**src/rtl/seq_det_sched.sv**
```systemverilog
// seq_det_sched: round-robin frame scheduler that feeds a serial 4-bit pattern-match counter.
// Each accepted 16-bit frame is shifted MSB first and overlapping pattern hits are counted.
module seq_det_sched (
    input  logic        clk,
    input  logic        rst,
    input  logic [3:0]  cfg_pattern,
    input  logic        req0_valid,
    input  logic        req1_valid,
    input  logic [15:0] req0_data,
    input  logic [15:0] req1_data,
    output logic        req0_ready,
    output logic        req1_ready,
    output logic        res_valid,
    output logic        res_id,
    output logic [4:0]  res_count,
    output logic        busy
);
    typedef enum logic [1:0] {IDLE = 2'd0, SHIFT = 2'd1, DONE = 2'd2} state_t;
    state_t state, state_n;
    logic last, take, pick1, cur_id, hit;
    logic [15:0] frame;
    logic [3:0] pat, win, win_n, nbit;
    logic [4:0] cnt, cnt_n;
    // With both requesters valid, the one not served last wins.
    assign pick1 = req1_valid & (~req0_valid | ~last);
    assign take = (state == IDLE) & ~rst & (req0_valid | req1_valid);
    assign req0_ready = take & ~pick1;
    assign req1_ready = take & pick1;
    assign win_n = {win[2:0], frame[15]};
    // nbit counts bits already shifted, so nbit >= 3 means this is bit 4 or later.
    assign hit = (nbit >= 4'd3) & (win_n == pat);
    assign cnt_n = cnt + {4'd0, hit};
    assign res_valid = state == DONE;
    assign busy = state != IDLE;
    always_comb begin
        state_n = IDLE;
        case (state)
            IDLE:    state_n = take ? SHIFT : IDLE;
            SHIFT:   state_n = (nbit == 4'd15) ? DONE : SHIFT;
            DONE:    state_n = IDLE;
            default: state_n = IDLE;
        endcase
    end
    always_ff @(posedge clk) begin
        if (rst) begin
            state     <= IDLE;
            last      <= 1'b1;
            cur_id    <= 1'b0;
            frame     <= '0;
            pat       <= '0;
            win       <= '0;
            nbit      <= '0;
            cnt       <= '0;
            res_id    <= 1'b0;
            res_count <= '0;
        end else begin
            state <= state_n;
            if (take) begin
                frame  <= pick1 ? req1_data : req0_data;
                cur_id <= pick1;
                pat    <= cfg_pattern;
                last   <= pick1;
                win    <= '0;
                nbit   <= '0;
                cnt    <= '0;
            end else if (state == SHIFT) begin
                frame <= {frame[14:0], 1'b0};
                win   <= win_n;
                nbit  <= nbit + 4'd1;
                cnt   <= cnt_n;
                if (nbit == 4'd15) begin
                    res_id    <= cur_id;
                    res_count <= cnt_n;
                end
            end
        end
    end
endmodule
```
**config.mk**
```make
export PLATFORM = sky130hd
export DESIGN_NAME = seq_det_sched
export DESIGN_NICKNAME = d
export VERILOG_FILES = /design/src/rtl/seq_det_sched.sv
export SDC_FILE = /design/constraint.sdc
export NUM_CORES = 1
export LEC_CHECK = 0
export BUFFER_PORTS_ARGS = -buffer_cell sky130_fd_sc_hd__buf_2
export CORE_ASPECT_RATIO = 1.5
export CORE_UTILIZATION = 57
export DETAILED_ROUTE_END_ITERATION = 12
export GPL_TIMING_DRIVEN = 0
export PLACE_DENSITY = 0.84
export SETUP_SLACK_MARGIN = 0.02
export SYNTH_ARGS = -nofsm -noshare
export SYNTH_HDL_FRONTEND = slang
export SYNTH_SLANG_ARGS = --single-unit
```
**constraint.sdc**
```tcl
create_clock -name clk -period 3.5 [get_ports clk]
set_clock_uncertainty 0.05 [all_clocks]
set_input_delay 0.35 -clock clk [delete_from_list [all_inputs] [get_ports clk]]
set_output_delay 0.35 -clock clk [all_outputs]
set_load 0.05 [all_outputs]
```
# Yosys cells after proc, flatten, opt, wreduce, memory -nomap -nowiden
# Cells that the tools add are included.
# classes
n_addsub	2
magnitude_cmp	1
eq_ne	4
mux	6
bitwise	13
n_reduce_logical	5
# ops
operator	count
$mux 16	3
$and 1x1->1	6
$add 5x1->5	1
$not 1->1	5
$add 4x1->4 const B	1
$eq 4x4->1	1
$eq 4x4->1 const B	1
$ge 4x2->1 const B	1
$pmux 2 s2	1
$reduce_bool 2->1	2
$reduce_and 3->1	1
$eq 2x1->1 const B	1
$eq 2x2->1 const B	1
$logic_not 2->1	1
$mux 2	1
$or 1x1->1	2
$reduce_or 2->1	1
$mux 1	1
# word_totals
reg_bits	42
in_bits	40
output_inout_bits	10
word_cells	41

# Logic depth before layout (Yosys ltp)
# logic_depth
word_depth	5
ltp_mapped	9
ltp_nobuf	9

# Worst setup path after synthesis
# Ideal clock, no wire load.
# synth_timing
path_type	register -> output
start	reg state[1]
end	out res_valid
arrival_time_ns	1.533
slack_ns	1.567
stages_incl_launch_ff	4
cell_sequence	dfxtp_1 > buf_4 > clkbuf_1 > nor2b_1
# synth_between
elab_chain_len	1
# synth_rtl
element	line_no	text
start, declared	19	state_t state, state_n;
start signal, assigned	57	state <= state_n;
$eq 2x2->1	33	assign res_valid = state == DONE;
end, declared	13	output logic res_valid,
# Every way passes these cells.

# Worst setup path in the final report
# layout_timing
start	reg state[1]
end	out req0_ready
# layout_between
elab_chain_len	4
# layout_rtl
element	line_no	text
$logic_not 2->1	26	assign take = (state == IDLE) & ~rst & (req0_valid | req1_valid);
$and 1x1->1 (2 in series)	26	
$and 1x1->1	27	assign req0_ready = take & ~pick1;
end, declared	11	output logic req0_ready,
# Every way passes these cells.

==> results.toml <==
[logic_synthesis]
ys_seq_area_frac = 0.4051
synth-simple-area-share = 0.2285
syn_inst = 236
synthTopCellsByCount = "dfxtp_1, nor2_1, nand2_1"
syn-num-nets = 279
synth_top_family_by_area = "simple AND/OR/NAND/NOR gates"
synth-main-ff-cell = "dfxtp_1"
ys_top_cells_by_area = "dfxtp_1, nor2_1, nand2_1, nand2b_1, a221oi_2"
synth-async-reset-ratio = 0
synth_edf_count = 0
syn-cell-area_um2 = 2076
synthMuxAreaShare = 0.03376
synth_top_cell_area_share = 0.4051
synth_compound_area_frac = 0.2049
ys_ff_latch = 42
synth.most_common_cell = "dfxtp_1"
synth_area_leader_cell = "dfxtp_1"
synthXorXnorAreaFrac = 0.05485
yosys.area_share.adder = 0.01808
synth_cell_types = 32
avgSynthCellArea_um2 = 8.796
yosys_warnings = 0

[place]
port-buffer-count = 49
place_hpwl_mm = 3.229
gp_congestion = 0.7626

[cells_and_area]
antennaDiodeCount = 0
drive_gt1_frac = 0.2901
syn_to_final_growth_pct = 20.98
layout.nets = 335

[cts]
cts-root-buf = "clkbuf_8"
clk_pin_slew_worst_paths_ns = 0.08
cts-buffers-inserted = 5
htreeDepth = 2
hold_buffers = 0
post-cts-setup-buffers = 0
clock-sinks = 42
clock_path_buffers = 2
clkLatencyLatePin_ns = 0.30
cts_tree = "yes"
cts-resized-gates = 0

[routing]
drtIter0Drc = 52
via_per_inst = 5.540
wire_per_inst_um = 13.67
postRouteAntennaNets = 0
firstDrtPassIters = 4
vias = 1856
drc = 0
wl_mm = 4.579

[critical_path]
crit_family = "buffers and inverters"
slowest_stage = "dfxtp_1"
worst_setup_path_end_kind = "primary output"
cp_max_fo = 10
cpMostUsedCell = "buf_4"
arrival_ns = 1.76
crit_chain = "buf_4, nor3_1, and3_1, buf_4, buf_6, buf_2"
critPathMaxStageDelay_ns = 0.31
startpoint_type = "flip-flop"
path_buf_inv = 4
crit_type = "reg -> out"
critPathRequiredTime_ns = 3.10

[sta]
finalSetupTns_ns = 0
rsz0062_at_grt = "false"
fin_crit_ns = 2.156
tightest_slew_ns = 0.6209
hold_violations = 0
timing.fmax_mhz = 463.9
relSlewSlack = 0.5861
fin_crit_sh = 0.6159
slew_viol_final = 0
setup_viol = 0

[global_routing]
gr-usage-all-layers = 0.2612
grt_pass1_vias = 1800
grt_max_degree = 15
overflow = 0
antenna_found_initial = 0
grt_pass1_wl_mm = 7.748

[pwr]
power_switching_w = 0.0002691
switching_share = 0.2384
seq_power_share = 0.458
p_leak_nw = 1.095
peakVddDrop_uv = 468.8
power_density_nw_per_um2 = 449.5
pwr-share-clk = 0.407
p_int_w = 0.0008595
p_total_w = 0.001129
comb_power_share = 0.135

[die]
die_x_um = 51.27
start_util = 0.6020
rows = 26
num_io_pins = 50
coreArea_um2 = 3448
dieArea_um2 = 3892
die_y_um = 75.91

[status]
outcome = "completed"

[hold_path]
hp-class = "in -> reg"

[job]
drv_cap = 0
layout by cell type, fill, tap and decap left out, types with 2 or more instances in the layout:
cell / n
buf_2: 53
dfxtp_1: 42
nor2_1: 36
nand2_1: 35
nand2b_1: 17
a21oi_1: 9
clkbuf_1: 8
a221oi_1: 8
a211oi_1: 8
xor2_1: 7
mux2i_1: 7
a221oi_2: 7
a211oi_2: 7
xnor2_1: 6
clkbuf_8: 5
buf_4: 4
inv_1: 3
and3_1: 3
o21ai_0: 3
nand4_1: 3
ha_1: 3
nor3_1: 2
buf_6: 2
nor2b_1: 2
nand3_1: 2
bufinv_16: 2
registers in the layout, indices dropped and copies added, names as in the netlist:
name,cells
state,2
cur_id,1
res_count,5
pat,4
res_id,1
nbit,4
win,3
last,1
frame,16
cnt,5
power by group through the flow:
stage                     clock, W  sequential (W)  combinational [W]
after floorplan                  0        0.000523           0.000108
after global placement           0        0.000526           0.000149
after detailed placement         0        0.000527           0.000152
final                     0.000459        0.000517           0.000153
after global routing      0.000491        0.000519           0.000168
after CTS                 0.000464        0.000516           0.000154
through the flow:
stage | std cells | area (um2) | hold WS (ns) | worst slack [ns] | utilization
CTS | 335 | 2511 | 0.2320 | 1.329 | 0.7282
floorplan | 236 | 2076 | 0.3867 | 1.567 | -
detailed placement | 327 | 2374 | 0.4092 | 1.518 | 0.6883
finish | 335 | 2511 | 0.2309 | 1.344 | 0.7282
global placement | 327 | 2374 | 0.3981 | 1.507 | 0.6883
global route | 335 | 2511 | 0.2330 | 1.236 | 0.7282
metal layers:
metal	vias to the layer above	part of all wire	track usage
met1	865	0.41	0.2970
met3	11	0.039	0.06225
met5	-	0	0
met4	0	0.024	0.1027
met2	53	0.53	0.4539
li1	927	-	-
worst paths after layout:
path                   startpoint                        end  slack [ns]  depth (start not counted)
max           state[1]$_SDFF_PP0_                 req0_ready        1.34                          6
min                  req1_data[7]      frame[7]$_SDFFE_PP0P_        0.23                          3
max reg2reg  nbit[0]$_SDFFE_PP0P_  res_count[4]$_SDFFE_PP0P_        1.52                          9
min reg2reg   cur_id$_SDFFE_PP0P_        cur_id$_SDFFE_PP0P_        0.42                          2
layout make-up:
| cell class | count | area (um2) |
|---|---|---|
| repair buffers | 49 | 245.2 |
| flip-flops and latches | 42 | 840.8 |
| fillers | 294 | 937.1 |
| well taps | 42 | 52.55 |
| plain buffers | 18 | 102.6 |
| inverters | 3 | 11.26 |
| clock buffers | 5 | 68.82 |
| clock inverters | 3 | 68.82 |
| multi-input cells | 173 | 1121 |
worst min-delay path, cell delays in order:
cell and delay, ns:
buf_2 0.09, nand2_1 0.04, a211oi_1 0.05
cells by family (layout without fill, tap and decap cells):
group | Yosys count | after routing
AND/OR/NAND/NOR | 104 | 104
AO/OA/AOI/OAI | 46 | 46
flip-flops | 42 | 42
buffers and inverters | 21 | 78
XOR/XNOR | 13 | 13
multiplexers | 7 | 7
adder cells (fa/ha/maj) | 3 | 3
No activity file was read; power rests on OpenSTA's default activity.
